$ cat src/rtl/batch_arb_pkg.sv
// Shared types for the batch arbiter: FSM state encoding and the select-width helper.
package batch_arb_pkg;

  typedef enum logic {
    IDLE  = 1'b0,
    SERVE = 1'b1
  } state_t;

  localparam int DEFAULT_WIDTH = 8;
  localparam int DEFAULT_FOLDS = 2;

  // A 2-requester arbiter still needs one select bit.
  function automatic int selWidth(input int width);
    return (width <= 2) ? 1 : $clog2(width);
  endfunction

endpackage

$ cat src/rtl/batch_arbiter_if.sv
// Requester handshake plus mux-select bundle between the arbiter and the shared datapath.
interface batch_arbiter_if #(
  parameter int WIDTH = batch_arb_pkg::DEFAULT_WIDTH,
  parameter int FOLDS = batch_arb_pkg::DEFAULT_FOLDS,
  parameter int SW    = batch_arb_pkg::selWidth(WIDTH)
);

  logic [WIDTH-1:0]         i_valid;
  logic                     i_stall;
  logic [WIDTH-1:0]         o_ready;
  logic [FOLDS-1:0][SW-1:0] o_sel;
  logic [FOLDS-1:0]         o_sel_vld;
  logic                     o_busy;
  logic                     o_batch_done;

  modport slave (
    input  i_valid, i_stall,
    output o_ready, o_sel, o_sel_vld, o_busy, o_batch_done
  );

  modport master (
    output i_valid, i_stall,
    input  o_ready, o_sel, o_sel_vld, o_busy, o_batch_done
  );

endinterface

$ cat src/rtl/batch_arbiter_rr_pick.sv
// One round-robin lane: picks the first set mask bit at or after ptr (wrapping) and
// returns the mask with that bit cleared so the next lane can continue the scan.
module rr_pick #(
  parameter int WIDTH = 8,
  parameter int SW    = 3
) (
  input  logic [WIDTH-1:0] mask_i,
  input  logic [SW-1:0]    ptr_i,
  output logic [SW-1:0]    code_o,
  output logic             vld_o,
  output logic [WIDTH-1:0] mask_o
);

  always_comb begin
    int          raw;
    logic [SW-1:0] idx;
    code_o = '0;
    vld_o  = 1'b0;
    mask_o = mask_i;
    raw    = 0;
    idx    = '0;
    // Index arithmetic is done in int so WIDTH need not be a power of two.
    for (int i = 0; i < WIDTH; i++) begin
      raw = int'(ptr_i) + i;
      if (raw >= WIDTH) raw = raw - WIDTH;
      idx = SW'(raw);
      if (!vld_o && mask_i[idx]) begin
        vld_o       = 1'b1;
        code_o      = idx;
        mask_o[idx] = 1'b0;
      end
    end
  end

endmodule

$ cat src/rtl/batch_arbiter.sv
// Batch arbiter: snapshots pending requests, then grants up to FOLDS of them per cycle
// in round-robin order until the batch drains.
module batch_arbiter
  import batch_arb_pkg::*;
#(
  parameter int WIDTH = DEFAULT_WIDTH,
  parameter int FOLDS = DEFAULT_FOLDS
) (
  input logic             i_clk,
  input logic             i_rst_n,
  batch_arbiter_if.slave  bus
);

  localparam int SW = selWidth(WIDTH);

  state_t           state_q, state_d;
  logic [WIDTH-1:0] pend_q,  pend_d;
  logic [SW-1:0]    ptr_q,   ptr_d;

  logic [WIDTH-1:0]         eff;
  logic [FOLDS:0][WIDTH-1:0] chain;
  logic [FOLDS-1:0][SW-1:0] laneCode;
  logic [FOLDS-1:0]         laneVld;
  logic [WIDTH-1:0]         remaining;
  logic [WIDTH-1:0]         granted;
  logic                     anyGrant;
  logic                     serving;
  logic [SW-1:0]            lastIdx;
  logic [SW-1:0]            nextPtr;

  // Withdrawn requesters fall out of the batch the moment they drop valid.
  assign eff      = pend_q & bus.i_valid;
  assign chain[0] = eff;

  for (genvar k = 0; k < FOLDS; k++) begin : gLane
    rr_pick #(
      .WIDTH (WIDTH),
      .SW    (SW)
    ) uPick (
      .mask_i (chain[k]),
      .ptr_i  (ptr_q),
      .code_o (laneCode[k]),
      .vld_o  (laneVld[k]),
      .mask_o (chain[k+1])
    );
  end

  assign remaining = chain[FOLDS];
  assign granted   = eff & ~remaining;
  assign anyGrant  = |laneVld;
  assign serving   = (state_q == SERVE) && !bus.i_stall;

  // Lanes fill in order, so the highest valid lane holds the last index granted.
  always_comb begin
    lastIdx = '0;
    for (int k = 0; k < FOLDS; k++) begin
      if (laneVld[k]) lastIdx = laneCode[k];
    end
  end

  assign nextPtr = (lastIdx == SW'(WIDTH - 1)) ? '0 : lastIdx + SW'(1);

  always_comb begin
    bus.o_ready      = serving ? granted : '0;
    bus.o_busy       = (state_q == SERVE);
    bus.o_batch_done = serving && (remaining == '0) && anyGrant;
    for (int k = 0; k < FOLDS; k++) begin
      bus.o_sel_vld[k] = serving && laneVld[k];
      bus.o_sel[k]     = (serving && laneVld[k]) ? laneCode[k] : '0;
    end
  end

  always_comb begin
    state_d = state_q;
    pend_d  = pend_q;
    ptr_d   = ptr_q;
    case (state_q)
      IDLE: begin
        if (|bus.i_valid) begin
          pend_d  = bus.i_valid;
          state_d = SERVE;
        end
      end
      SERVE: begin
        if (bus.i_stall) begin
          pend_d = eff;
        end else begin
          pend_d = remaining;
          if (remaining == '0) begin
            state_d = IDLE;
            if (anyGrant) ptr_d = nextPtr;
          end
        end
      end
      default: state_d = IDLE;
    endcase
  end

  always_ff @(posedge i_clk or negedge i_rst_n) begin
    if (!i_rst_n) begin
      state_q <= IDLE;
      pend_q  <= '0;
      ptr_q   <= '0;
    end else begin
      state_q <= state_d;
      pend_q  <= pend_d;
      ptr_q   <= ptr_d;
    end
  end

endmodule
$ cat src/flat_wrapper.sv
// flat-port wrapper written by rule: the top's interface ports become plain ports
module batch_arbiter_flat import batch_arb_pkg::*;
#(
  parameter int WIDTH = DEFAULT_WIDTH,
  parameter int FOLDS = DEFAULT_FOLDS
)
  (i_clk, i_rst_n, bus_i_valid, bus_i_stall, bus_o_ready, bus_o_sel, bus_o_sel_vld, bus_o_busy, bus_o_batch_done);
  batch_arbiter_if #(.WIDTH(WIDTH), .FOLDS(FOLDS)) bus_i ();
  input logic i_clk;
  input logic i_rst_n;
  input wire logic [$bits(bus_i.i_valid)-1:0] bus_i_valid;
  input wire logic [$bits(bus_i.i_stall)-1:0] bus_i_stall;
  output wire logic [$bits(bus_i.o_ready)-1:0] bus_o_ready;
  output wire logic [$bits(bus_i.o_sel)-1:0] bus_o_sel;
  output wire logic [$bits(bus_i.o_sel_vld)-1:0] bus_o_sel_vld;
  output wire logic [$bits(bus_i.o_busy)-1:0] bus_o_busy;
  output wire logic [$bits(bus_i.o_batch_done)-1:0] bus_o_batch_done;
  assign bus_i.i_valid = bus_i_valid;
  assign bus_i.i_stall = bus_i_stall;
  assign bus_o_ready = bus_i.o_ready;
  assign bus_o_sel = bus_i.o_sel;
  assign bus_o_sel_vld = bus_i.o_sel_vld;
  assign bus_o_busy = bus_i.o_busy;
  assign bus_o_batch_done = bus_i.o_batch_done;
  batch_arbiter #(.WIDTH(WIDTH), .FOLDS(FOLDS)) u_core (.i_clk(i_clk), .i_rst_n(i_rst_n), .bus(bus_i));
endmodule
$ cat config.mk
export PLATFORM = sky130hd
export DESIGN_NAME = batch_arbiter_flat
export DESIGN_NICKNAME = d
export VERILOG_FILES = /design/src/rtl/batch_arb_pkg.sv /design/src/rtl/batch_arbiter_if.sv /design/src/rtl/batch_arbiter_rr_pick.sv /design/src/rtl/batch_arbiter.sv /design/src/flat_wrapper.sv
export SDC_FILE = /design/constraint.sdc
export NUM_CORES = 1
export LEC_CHECK = 0
export ABC_AREA = 0
export BUFFER_PORTS_ARGS = -buffer_cell sky130_fd_sc_hd__clkbuf_2
export CAP_MARGIN = 20
export CORE_MARGIN = 2
export CORE_UTILIZATION = 50
export DETAILED_ROUTE_END_ITERATION = 6
export GPL_TIMING_DRIVEN = 0
export PLACE_DENSITY = 0.64
export SLEW_MARGIN = 20
export SYNTH_ARGS = -nofsm -noshare
export SYNTH_HDL_FRONTEND = slang
export SYNTH_SLANG_ARGS = --single-unit
$ cat constraint.sdc
create_clock -name i_clk -period 7.11 [get_ports i_clk]
set_clock_uncertainty 0.1 [all_clocks]
set_input_delay 1.422 -clock i_clk [delete_from_list [all_inputs] [get_ports i_clk]]
set_output_delay 1.422 -clock i_clk [all_outputs]
set_load 0.1 [all_outputs]
==> results of run 1 <==
## cells in the mapped netlist, types with 7 or more instances
library cell,number
sky130_fd_sc_hd__a211oi_1,9
sky130_fd_sc_hd__a21oi_1,30
sky130_fd_sc_hd__a31oi_1,8
sky130_fd_sc_hd__and2_1,12
sky130_fd_sc_hd__and3_1,9
sky130_fd_sc_hd__and4_1,7
sky130_fd_sc_hd__buf_2,15
sky130_fd_sc_hd__clkbuf_1,24
sky130_fd_sc_hd__dfrtp_1,12
sky130_fd_sc_hd__ha_1,7
sky130_fd_sc_hd__inv_1,13
sky130_fd_sc_hd__mux2i_1,10
sky130_fd_sc_hd__mux4_2,12
sky130_fd_sc_hd__nand2_1,77
sky130_fd_sc_hd__nand2b_1,7
sky130_fd_sc_hd__nand3_1,34
sky130_fd_sc_hd__nand4_1,30
sky130_fd_sc_hd__nor2_1,63
sky130_fd_sc_hd__nor2b_1,7
sky130_fd_sc_hd__nor3_1,26
sky130_fd_sc_hd__nor4_1,15
sky130_fd_sc_hd__o211ai_1,8
sky130_fd_sc_hd__o21ai_0,27
sky130_fd_sc_hd__o31ai_1,9
## sequential cells by signal (all words and copies together), names as in the netlist
name	cells
u_core.bus.o_busy	1
u_core.ptr_q	3
u_core.pend_q	8
## through the flow
step / worst slack (ps) / hold WS, ps / setup TNS (ps) / instance area (um2)
finish: -81.03 / 587.3 / -105.4 / 6639
global route: -172.4 / 628.7 / -585.3 / 6639
CTS: 1.600 / 560.4 / 0 / 5823
detailed placement: -1335 / 513.0 / -10970 / 4984
global placement: -1283 / 494.0 / -10850 / 4977
floorplan: -279.4 / 434.6 / -466.9 / 4707
## routing by layer
metal,vias up,part of all wire (%)
li1,2805,-
met1,3199,33
met2,829,40
met3,277,17
met4,0,9.9
met5,-,0
## what timing repair did
action | in CTS | in global routing
setup buffers | 37 | 40
setup endpoints to repair | 15 | 13
hold endpoints to repair | 0 | 0
gates resized for setup | 111 | 105
gates cloned | 0 | 2
pin swaps | 24 | 35
## cell families (layout without fill, tap and decap cells)
family | Yosys count | count (layout) | synth area share (%)
multiplexers | 27 | 27 | 9.585
AO/OA/AOI/OAI | 203 | 203 | 34.66
adder cells (fa/ha/maj) | 7 | 7 | 1.922
XOR/XNOR | 5 | 5 | 1.126
buffers and inverters | 66 | 173 | 6.756
AND/OR/NAND/NOR | 328 | 328 | 39.36
flip-flops | 12 | 12 | 6.592
## worst paths after layout
check / end / slack [ps] / depth (start not counted)
hold reg to reg: u_core.pend_q[7] / 590 / 2
hold / removal: u_core.pend_q[7] / 590 / 2
setup reg to reg: u_core.ptr_q[1] / 1170 / 23
setup / recovery: bus_o_batch_done / -80 / 17
min in group asynchronous: u_core.pend_q[7] / 970 / 1
max in group asynchronous: u_core.pend_q[3] / 5700 / 1
## layout make-up
cell class,instances,share of cell area (%)
inverter,15,0.9989
sequential,12,4.523
clock buffer,3,0.6219
buffer,49,5.107
timing repair buffer,106,14.27
tap,108,2.035
multi-input combinational,570,72.45
## tightest hold or removal path: stages (launching register included)
cell and delay (ps):
sky130_fd_sc_hd__dfrtp_1 420, sky130_fd_sc_hd__o21ai_0 110, sky130_fd_sc_hd__o311ai_0 110
==> impl_metrics.sql, run 1 <==
INSERT INTO impl_metrics (metric_group, metric, value, unit) VALUES
('clock_network', 'cts_hold_buffers', '0', ''),
('detailed_routing', 'drt_pass1_iterations', '7', ''),
('synthesis', 'synth-seq-area-share', '6.592', '%'),
('global_route', 'number_of_global_route_vias_before_repair', '6223', ''),
('synthesis', 'synthCells', '648', ''),
('critical_path', 'critPathSlowestCell', 'sky130_fd_sc_hd__mux4_2', ''),
('cells_and_area', 'num-fill-cells', '619', ''),
('cells_and_area', 'antennaDiodeCount', '0', ''),
('min_path', 'hold_path.class', 'register to register', ''),
('placed_design', 'place.gp.congestion', '1.124', ''),
('detailed_routing', 'drt_first_iter_violations', '1334', ''),
('clock_network', 'htree_levels', '1', ''),
('critical_path', 'worst_setup_path_start_kind', 'input pin', ''),
('timing', 'final_critical_path_setup_slack', '-81.03', 'ps'),
('die', 'initial_utilization', '51.98', '%'),
('clock_network', 'cts.path.max_buffers', '2', ''),
('timing', 'timing.final.hold_violations', '0', ''),
('global_route', 'gr_util_met3', '15.74', '%'),
('cells_and_area', 'final_common_cell', 'sky130_fd_sc_hd__buf_4', ''),
('global_route', 'pin_count_of_the_biggest_net_entering_global_routing', '13', ''),
('synthesis', 'synth-seq-cells', '12', ''),
('detailed_routing', 'drc', '8', ''),
('timing', 'max-slew-margin-rel', '29.21', '%'),
('cells_and_area', 'areaGrowthSynthToFinish', '45.73', '%'),
('die', 'die_w', '99.45', 'um'),
('global_route', 'antenna_found_initial', '0', ''),
('cells_and_area', 'drive_gt1_share', '39.47', '%'),
('cells_and_area', 'most-common-layout-cells', '81 x sky130_fd_sc_hd__buf_4, 68 x sky130_fd_sc_hd__nand2_1, 52 x sky130_fd_sc_hd__nor2_1, 30 x sky130_fd_sc_hd__nand4_1, 29 x sky130_fd_sc_hd__a21oi_1', ''),
('global_route', 'grt_usage', '47.31', '%'),
('critical_path', 'critical_path.reg2reg.startpoint', 'u_core.ptr_q[0]', ''),
('status', 'outcome', 'complete, but fails checks', ''),
('detailed_routing', 'detail_route.wirelength', '25510', 'um'),
('min_path', 'holdCritStartpoint', 'u_core.pend_q[7]', ''),
('synthesis', 'yosys_most_used_dff', 'sky130_fd_sc_hd__dfrtp_1', ''),
('die', 'full_die_area', '9890', 'um2'),
('global_route', 'grt-ovfl-total', '0', ''),
('die', 'top_level_ports', '29', ''),
('die', 'row_count', '34', ''),
('detailed_routing', 'final_antenna_net_count', '0', ''),
('timing', 'rsz_0062_raised_after_global_routing', 'yes', ''),
('synthesis', 'syn-cell-area', '4556', 'um2'),
('die', 'fp.dieH', '99.45', 'um'),
('critical_path', 'worst_setup_path_end_kind', 'primary output', ''),
('cells_and_area', 'finalCoreUtilization', '75.76', '%'),
('cells_and_area', 'multi_input_area', '4810', 'um2'),
('timing', 'slew_violations', '0', ''),
('detailed_routing', 'num_vias', '7110', ''),
('placed_design', 'dp_hpwl', '17430', 'um'),
('clock_network', 'cts.reportedPaths.clkPinSlew', '50', 'ps'),
('cells_and_area', 'storage_element_area', '300.3', 'um2'),
('timing', 'post-route-period-util', '101.1', '%'),
('critical_path', 'critical_path.max_stage_delay', '570', 'ps'),
('cells_and_area', 'finalNonFillerCells', '863', ''),
('critical_path', 'path_class', 'input pin to primary output', ''),
('timing', 'final.min_clock_period', '7191', 'ps'),
('timing', 'worst_slew_pin_slew', '1054', 'ps'),
('critical_path', 'signal_arrival_time_at_the_worst_endpoint', '5670', 'ps'),
('synthesis', 'post-synth-top-area-fraction', '6.592', '%'),
('cells_and_area', 'design.final.nets', '775', ''),
('die', 'floorplan.core_area', '8763', 'um2'),
('timing', 'clock.fmax', '139.1', 'MHz'),
('detailed_routing', 'routed_via_density', '8.239', ''),
('run', 'cap_viol_max_count', '0', ''),
('timing', 'final-setup-viol-count', '3', ''),
('detailed_routing', 'wl_per_cell', '29.56', 'um'),
('critical_path', 'path_max_fanout', '6', ''),
('global_route', 'use_met1', '59.03', '%'),
('clock_network', 'numClockSinks', '12', ''),
('synthesis', 'synth_area_per_cell', '7.030', 'um2'),
('status', 'failed_checks', 'DRC, setup timing', ''),
('synthesis', 'share_of_flip_flops_with_an_asynchronous_set_or_reset_after_synthesis', '100.0', '%');
Power of run 1 is left out: the tool's default activity adds up to more than one toggle a clock period on the data nets, which glitch-free logic cannot reach.
==> run 2, diff against run 1 <==
--- a/config.mk
+++ b/config.mk
@@ -13,6 +13,7 @@
 export DETAILED_ROUTE_END_ITERATION = 6
 export GPL_TIMING_DRIVEN = 0
 export PLACE_DENSITY = 0.64
+export SETUP_SLACK_MARGIN = 0.1
 export SLEW_MARGIN = 20
 export SYNTH_ARGS = -nofsm -noshare
 export SYNTH_HDL_FRONTEND = slang
==> impl_metrics.sql, run 2 (synthesis gave the netlist of run 1 again) <==
INSERT INTO impl_metrics (metric_group, metric, value, unit) VALUES
('status', 'outcome', 'complete, but fails checks', ''),
('status', 'failed_checks', 'DRC, setup timing', ''),
('detailed_routing', 'routed_via_density', '8.367', ''),
('critical_path', 'signal_arrival_time_at_the_worst_endpoint', '5790', 'ps'),
('global_route', 'number_of_global_route_vias_before_repair', '6563', ''),
('die', 'row_count', '34', ''),
('die', 'top_level_ports', '29', ''),
('timing', 'final.min_clock_period', '7308', 'ps'),
('timing', 'rsz_0062_raised_after_global_routing', 'yes', ''),
('global_route', 'grt_pass1_wl', '38150', 'um'),
('die', 'initial_utilization', '51.98', '%'),
('clock_network', 'worstSkewPairLatency', '240', 'ps'),
('clock_network', 'cts_root_buf', 'sky130_fd_sc_hd__clkbuf_8', ''),
('timing', 'final_critical_path_setup_slack', '-198.2', 'ps'),
('placed_design', 'dp_hpwl', '17490', 'um'),
('cells_and_area', 'register_bank_with_the_most_flops', 'u_core.pend_q', ''),
('timing', 'worst_slew_pin_slew', '1019', 'ps'),
('global_route', 'antenna_found_initial', '0', ''),
('min_path', 'hold_path.class', 'register to register', ''),
('clock_network', 'cts_hold_buffers', '0', ''),
('global_route', 'grt_usage', '50.04', '%'),
('global_route', 'pin_count_of_the_biggest_net_entering_global_routing', '13', ''),
('cells_and_area', 'most-common-layout-cells', '69 x sky130_fd_sc_hd__buf_4, 68 x sky130_fd_sc_hd__nand2_1, 50 x sky130_fd_sc_hd__nor2_1, 30 x sky130_fd_sc_hd__nand4_1', ''),
('run', 'cap_viol_max_count', '0', ''),
('placed_design', 'port_buffers', '27', ''),
('critical_path', 'regToRegEndpoint', 'u_core.ptr_q[1]', ''),
('timing', 'final-setup-viol-count', '9', ''),
('critical_path', 'critical_path_required', '5590', 'ps'),
('cells_and_area', 'final_common_cell', 'sky130_fd_sc_hd__buf_4', ''),
('critical_path', 'critical_path.reg2reg.startpoint', 'u_core.ptr_q[0]', ''),
('clock_network', 'cts.reportedPaths.clkPinSlew', '50', 'ps'),
('critical_path', 'worst_setup_path_start_kind', 'input pin', ''),
('cells_and_area', 'antennaDiodeCount', '0', ''),
('critical_path', 'worst_setup_path_end_kind', 'primary output', ''),
('detailed_routing', 'num_vias', '7179', ''),
('clock_network', 'cts.path.max_buffers', '2', ''),
('die', 'full_die_area', '9890', 'um2'),
('cells_and_area', 'design.final.nets', '769', ''),
('critical_path', 'timing.critical_path.to', 'bus_o_batch_done', ''),
('critical_path', 'path_class', 'input pin to primary output', ''),
('detailed_routing', 'final_antenna_net_count', '0', ''),
('cells_and_area', 'num-fill-cells', '593', ''),
('placed_design', 'place.gp.congestion', '1.192', ''),
('die', 'fp.dieH', '99.45', 'um'),
('timing', 'timing.final.hold_violations', '0', ''),
('detailed_routing', 'drc', '45', ''),
('placed_design', 'dpl-instance-area', '5060', 'um2'),
('critical_path', 'worst_setup_path_startpoint', 'bus_i_valid[0]', ''),
('critical_path', 'path_max_fanout', '10', ''),
('clock_network', 'htree_levels', '1', ''),
('clock_network', 'tritoncts', 'yes', ''),
('detailed_routing', 'wl_per_cell', '30.73', 'um'),
('detailed_routing', 'drt_first_iter_violations', '1429', ''),
('timing', 'clock.fmax', '136.8', 'MHz'),
('cells_and_area', 'drive_gt1_share', '39.20', '%'),
('cells_and_area', 'largest_register_ff_count', '8', ''),
('critical_path', 'worst-r2r-setup-slack', '1070', 'ps'),
('timing', 'post-route-period-util', '102.8', '%'),
('timing', 'slew_violations', '0', ''),
('clock_network', 'cts_buffers', '3', ''),
('cells_and_area', 'finalCoreUtilization', '76.93', '%'),
('timing', 'max-slew-margin-rel', '31.92', '%'),
('global_route', 'grt-ovfl-total', '0', ''),
('critical_path', 'ff2ff_path_depth', '22', ''),
('die', 'die_w', '99.45', 'um'),
('die', 'floorplan.core_area', '8763', 'um2'),
('cells_and_area', 'areaGrowthSynthToFinish', '47.98', '%'),
('detailed_routing', 'drt_pass1_iterations', '7', ''),
('cells_and_area', 'final_area', '6741', 'um2'),
('detailed_routing', 'detail_route.wirelength', '26370', 'um'),
('clock_network', 'numClockSinks', '12', '');
==> run 2: changes by cell type in the layout (fill, tap and decap cells not counted), sizes merged <==
cell and change:
clkbuf +3, buf -10, bufbuf +2
==> run 2: critical path: stages <==
cell	delay, ps
sky130_fd_sc_hd__clkbuf_8	140
sky130_fd_sc_hd__or4bb_4	240
sky130_fd_sc_hd__a41oi_4	150
sky130_fd_sc_hd__nor2_4	320
sky130_fd_sc_hd__clkbuf_4	370
sky130_fd_sc_hd__nand3_1	220
sky130_fd_sc_hd__nor2_2	380
sky130_fd_sc_hd__clkbuf_2	360
sky130_fd_sc_hd__nor2_1	170
sky130_fd_sc_hd__a32o_2	350
sky130_fd_sc_hd__nor4_4	280
sky130_fd_sc_hd__buf_4	180
sky130_fd_sc_hd__buf_6	110
sky130_fd_sc_hd__nand3_4	90
sky130_fd_sc_hd__o32a_1	320
sky130_fd_sc_hd__a31o_1	260
sky130_fd_sc_hd__nor3_4	170
sky130_fd_sc_hd__clkbuf_16	240
==> run 2: worst min path at each step <==
| stage | from | to | slack, ps | cells after the start |
|---|---|---|---|---|
| 2_1_floorplan | u_core.pend_q[4] | u_core.pend_q[4] | 430 | 2 |
| 6_report | u_core.pend_q[7] | u_core.pend_q[7] | 610 | 2 |
| 5_1_grt | u_core.pend_q[7] | u_core.pend_q[7] | 630 | 2 |
| 3_3_place_gp | u_core.pend_q[1] | u_core.pend_q[1] | 480 | 2 |
| 3_5_place_dp | u_core.pend_q[7] | u_core.pend_q[7] | 500 | 2 |
| 4_1_cts | u_core.pend_q[7] | u_core.pend_q[7] | 550 | 2 |
==> run 2: cell type report <==
type,count,area (um2),share of cell area [%]
multi-input cells,570,4826,71.58
repair buffers,99,1007,14.94
plain buffers,50,351.6,5.215
flip-flops and latches,12,300.3,4.454
well taps,108,135.1,2.004
inverters,15,66.31,0.9837
clock buffers,4,55.05,0.8166
==> run 2: through the flow <==
stage | std cells | TNS [ps] | setup WS, ps | hold slack, ps
final | 858 | -1007 | -198.2 | 608.9
after global routing | 858 | -1346 | -233.5 | 633.0
after CTS | 838 | 0 | 37.36 | 549.3
after detailed placement | 783 | -8765 | -1036 | 499.7
after global placement | 783 | -8661 | -999.7 | 480.3
after floorplan | 648 | -133.1 | -133.1 | 434.6
==> run 2: metal layers <==
layer / global-route usage, % / part of all wire, % / wire (um) / up-vias
li1: - / - / - / 2807
met3: 20.38 / 17 / 4594 / 272
met2: 72.77 / 40 / 10590 / 866
met4: 30.77 / 9.1 / 2403 / 0
met5: 0 / 0 / 0 / -
met1: 61.58 / 33 / 8774 / 3234
==> run 2: what timing repair did <==
item	4_1_cts	5_1_grt
cloned	2	0
setup buffers	50	20
resized for setup	149	70
endpoints found under the setup margin	15	14
pin swaps	30	25
Power of run 2 is left out for the same reason.
==> run 3, diff against run 2 <==
--- a/config.mk
+++ b/config.mk
@@ -10,6 +10,7 @@
 export CAP_MARGIN = 20
 export CORE_MARGIN = 2
 export CORE_UTILIZATION = 50
+export CTS_BUF_LIST = sky130_fd_sc_hd__clkbuf_16
 export DETAILED_ROUTE_END_ITERATION = 6
 export GPL_TIMING_DRIVEN = 0
 export PLACE_DENSITY = 0.64
==> impl_metrics.sql, run 3 (synthesis gave the netlist of run 1 again) <==
INSERT INTO impl_metrics (metric_group, metric, value, unit) VALUES
('status', 'outcome', 'complete, but fails checks', ''),
('status', 'failed_checks', 'DRC, setup timing', ''),
('critical_path', 'signal_arrival_time_at_the_worst_endpoint', '5800', 'ps'),
('timing', 'final_critical_path_setup_slack', '-211.6', 'ps'),
('cells_and_area', 'register_bank_with_the_most_flops', 'u_core.pend_q', ''),
('clock_network', 'worstSkewPairLatency', '250', 'ps'),
('critical_path', 'ff2ff_path_depth', '27', ''),
('timing', 'hold-worst-slack', '621.1', 'ps'),
('global_route', 'number_of_global_route_vias_before_repair', '6632', ''),
('critical_path', 'worst_setup_path_end_kind', 'primary output', ''),
('die', 'initial_utilization', '51.98', '%'),
('detailed_routing', 'num_vias', '7247', ''),
('cells_and_area', 'multi_input_area', '4917', 'um2'),
('detailed_routing', 'detail_route.wirelength', '27320', 'um'),
('clock_network', 'htree_levels', '1', ''),
('min_path', 'worst_hold_path.num_cells', '2', ''),
('timing', 'clock.fmax', '136.6', 'MHz'),
('timing', 'worst_slew_pin_slew', '979.7', 'ps'),
('cells_and_area', 'final_common_cell', 'sky130_fd_sc_hd__buf_4', ''),
('die', 'top_level_ports', '29', ''),
('clock_network', 'cts_hold_buffers', '0', ''),
('global_route', 'grt_usage', '50.13', '%'),
('cells_and_area', 'drive_gt1_share', '40.82', '%'),
('critical_path', 'path_cells', 'clkbuf_8 -> nand2_4 -> mux4_2 -> mux2_4 -> buf_12 -> and4_1 -> buf_6 -> buf_8 -> a31oi_1 -> a22oi_2 -> buf_4 -> mux4_2 -> nor4_1 -> o21ai_0 -> o2111a_2 -> a31o_1 -> nor3_4 -> clkbuf_16', ''),
('clock_network', 'cts.reportedPaths.clkPinSlew', '40', 'ps'),
('timing', 'final.min_clock_period', '7322', 'ps'),
('detailed_routing', 'final_antenna_net_count', '0', ''),
('timing', 'slew_violations', '0', ''),
('detailed_routing', 'routed_via_density', '8.378', ''),
('run', 'cap_viol_max_count', '0', ''),
('clock_network', 'cts_buffers', '3', ''),
('critical_path', 'critical_path.max_stage_delay', '580', 'ps'),
('critical_path', 'critical_path_required', '5590', 'ps'),
('critical_path', 'path_max_fanout', '7', ''),
('die', 'fp.dieH', '99.45', 'um'),
('global_route', 'grt-ovfl-total', '0', ''),
('die', 'die_w', '99.45', 'um'),
('placed_design', 'dp_hpwl', '17490', 'um'),
('min_path', 'hold_path.class', 'register to register', ''),
('global_route', 'antenna_found_initial', '0', ''),
('detailed_routing', 'drt_pass1_iterations', '7', ''),
('clock_network', 'cts_root_buf', 'sky130_fd_sc_hd__clkbuf_16', ''),
('timing', 'rsz_0062_raised_after_global_routing', 'yes', ''),
('critical_path', 'path_class', 'input pin to primary output', ''),
('cells_and_area', 'largest_register_ff_count', '8', ''),
('critical_path', 'worst_setup_path_start_kind', 'input pin', ''),
('timing', 'post-route-period-util', '103.0', '%'),
('placed_design', 'port_buffers', '27', ''),
('clock_network', 'tritoncts', 'yes', ''),
('cells_and_area', 'areaGrowthSynthToFinish', '51.96', '%'),
('timing', 'timing.final.hold_violations', '0', ''),
('die', 'row_count', '34', ''),
('clock_network', 'numClockSinks', '12', ''),
('cells_and_area', 'most-common-layout-cells', '79 x sky130_fd_sc_hd__buf_4, 68 x sky130_fd_sc_hd__nand2_1, 50 x sky130_fd_sc_hd__nor2_1, 30 x sky130_fd_sc_hd__nand4_1, 28 x sky130_fd_sc_hd__nand3_1', ''),
('timing', 'max-slew-margin-rel', '34.14', '%'),
('critical_path', 'cell_count_along_the_critical_path', '18', ''),
('global_route', 'pin_count_of_the_biggest_net_entering_global_routing', '13', ''),
('detailed_routing', 'drt_first_iter_violations', '1239', ''),
('cells_and_area', 'design.final.nets', '776', ''),
('detailed_routing', 'wl_per_cell', '31.59', 'um'),
('die', 'floorplan.core_area', '8763', 'um2'),
('detailed_routing', 'drc', '73', ''),
('cells_and_area', 'num-fill-cells', '548', ''),
('cells_and_area', 'storage_element_area', '300.3', 'um2'),
('critical_path', 'critPathSlowestCell', 'sky130_fd_sc_hd__mux4_2', ''),
('placed_design', 'place.gp.congestion', '1.192', ''),
('global_route', 'grt_pass1_wl', '38190', 'um'),
('critical_path', 'cp.buffers_inverters', '6', ''),
('cells_and_area', 'antennaDiodeCount', '0', ''),
('critical_path', 'critPathMostFrequentCell', 'sky130_fd_sc_hd__mux4_2', ''),
('die', 'full_die_area', '9890', 'um2'),
('clock_network', 'cts.path.max_buffers', '2', ''),
('timing', 'final-setup-viol-count', '7', ''),
('critical_path', 'timing.critical_path.max_delay_family', 'multiplexers', '');
-- run 3: cell count changes in the layout (fill, tap and decap cells not counted), sizes merged --
cell,change
buf,+13
clkbuf,-7
clkinv,+1
-- run 3: routing by layer --
layer | GRT usage, % | vias to the layer above | routed length [um]
met4 | 32.56 | 0 | 2785
met3 | 18.27 | 298 | 4720
met2 | 73.44 | 856 | 10900
met5 | 0 | - | 0
li1 | - | 2812 | -
met1 | 61.83 | 3281 | 8919
-- run 3: what timing repair did --
item / CTS / global route
gates resized for setup: 149 / 98
endpoints found under the setup margin: 15 / 13
gates cloned: 2 / 0
buffers inserted: 51 / 26
pin swaps: 31 / 35
-- run 3: worst paths after layout --
check	from	end	slack (ps)
max in group asynchronous	i_rst_n	u_core.pend_q[0]	5710
max	bus_i_valid[1]	bus_o_batch_done	-210
max reg2reg	u_core.ptr_q[0]	u_core.ptr_q[2]	1100
min reg2reg	u_core.pend_q[1]	u_core.pend_q[1]	620
min in group asynchronous	i_rst_n	u_core.bus.o_busy	960
min	u_core.pend_q[1]	u_core.pend_q[1]	620
-- run 3: cell type report --
| type | instances | share of cell area [%] |
|---|---|---|
| Multi-Input combinational cell | 570 | 71.03 |
| Tap cell | 108 | 1.952 |
| Clock inverter | 1 | 0.05422 |
| Sequential cell | 12 | 4.338 |
| Buffer | 50 | 5.169 |
| Clock buffer | 3 | 1.084 |
| Timing Repair Buffer | 106 | 15.42 |
| Inverter | 15 | 0.9579 |
-- run 3: worst register-to-register path: cells and delay by family (launching register included) --
kind	cells	cell delay, ps
and+or+nand+nor	3	670
muxes	2	710
AOI/OAI and AO/OA	6	1160
xor gates and xnor gates	1	220
adders and majority gates	2	520
DFF	1	390
buffers and inverters	13	2110
-- run 3: per-stage QoR --
step | cells | util [%] | instance area, um2 | setup WS, ps | setup TNS [ps]
CTS | 839 | 72.43 | 6347 | 37.18 | 0
floorplan | 648 | - | 4783 | -133.1 | -133.1
global route | 865 | 79.00 | 6923 | -204.6 | -603.2
global placement | 783 | 57.67 | 5054 | -999.7 | -8661
finish | 865 | 79.00 | 6923 | -211.6 | -504.6
detailed placement | 783 | 57.74 | 5060 | -1036 | -8765
Power of run 3 is left out for the same reason.
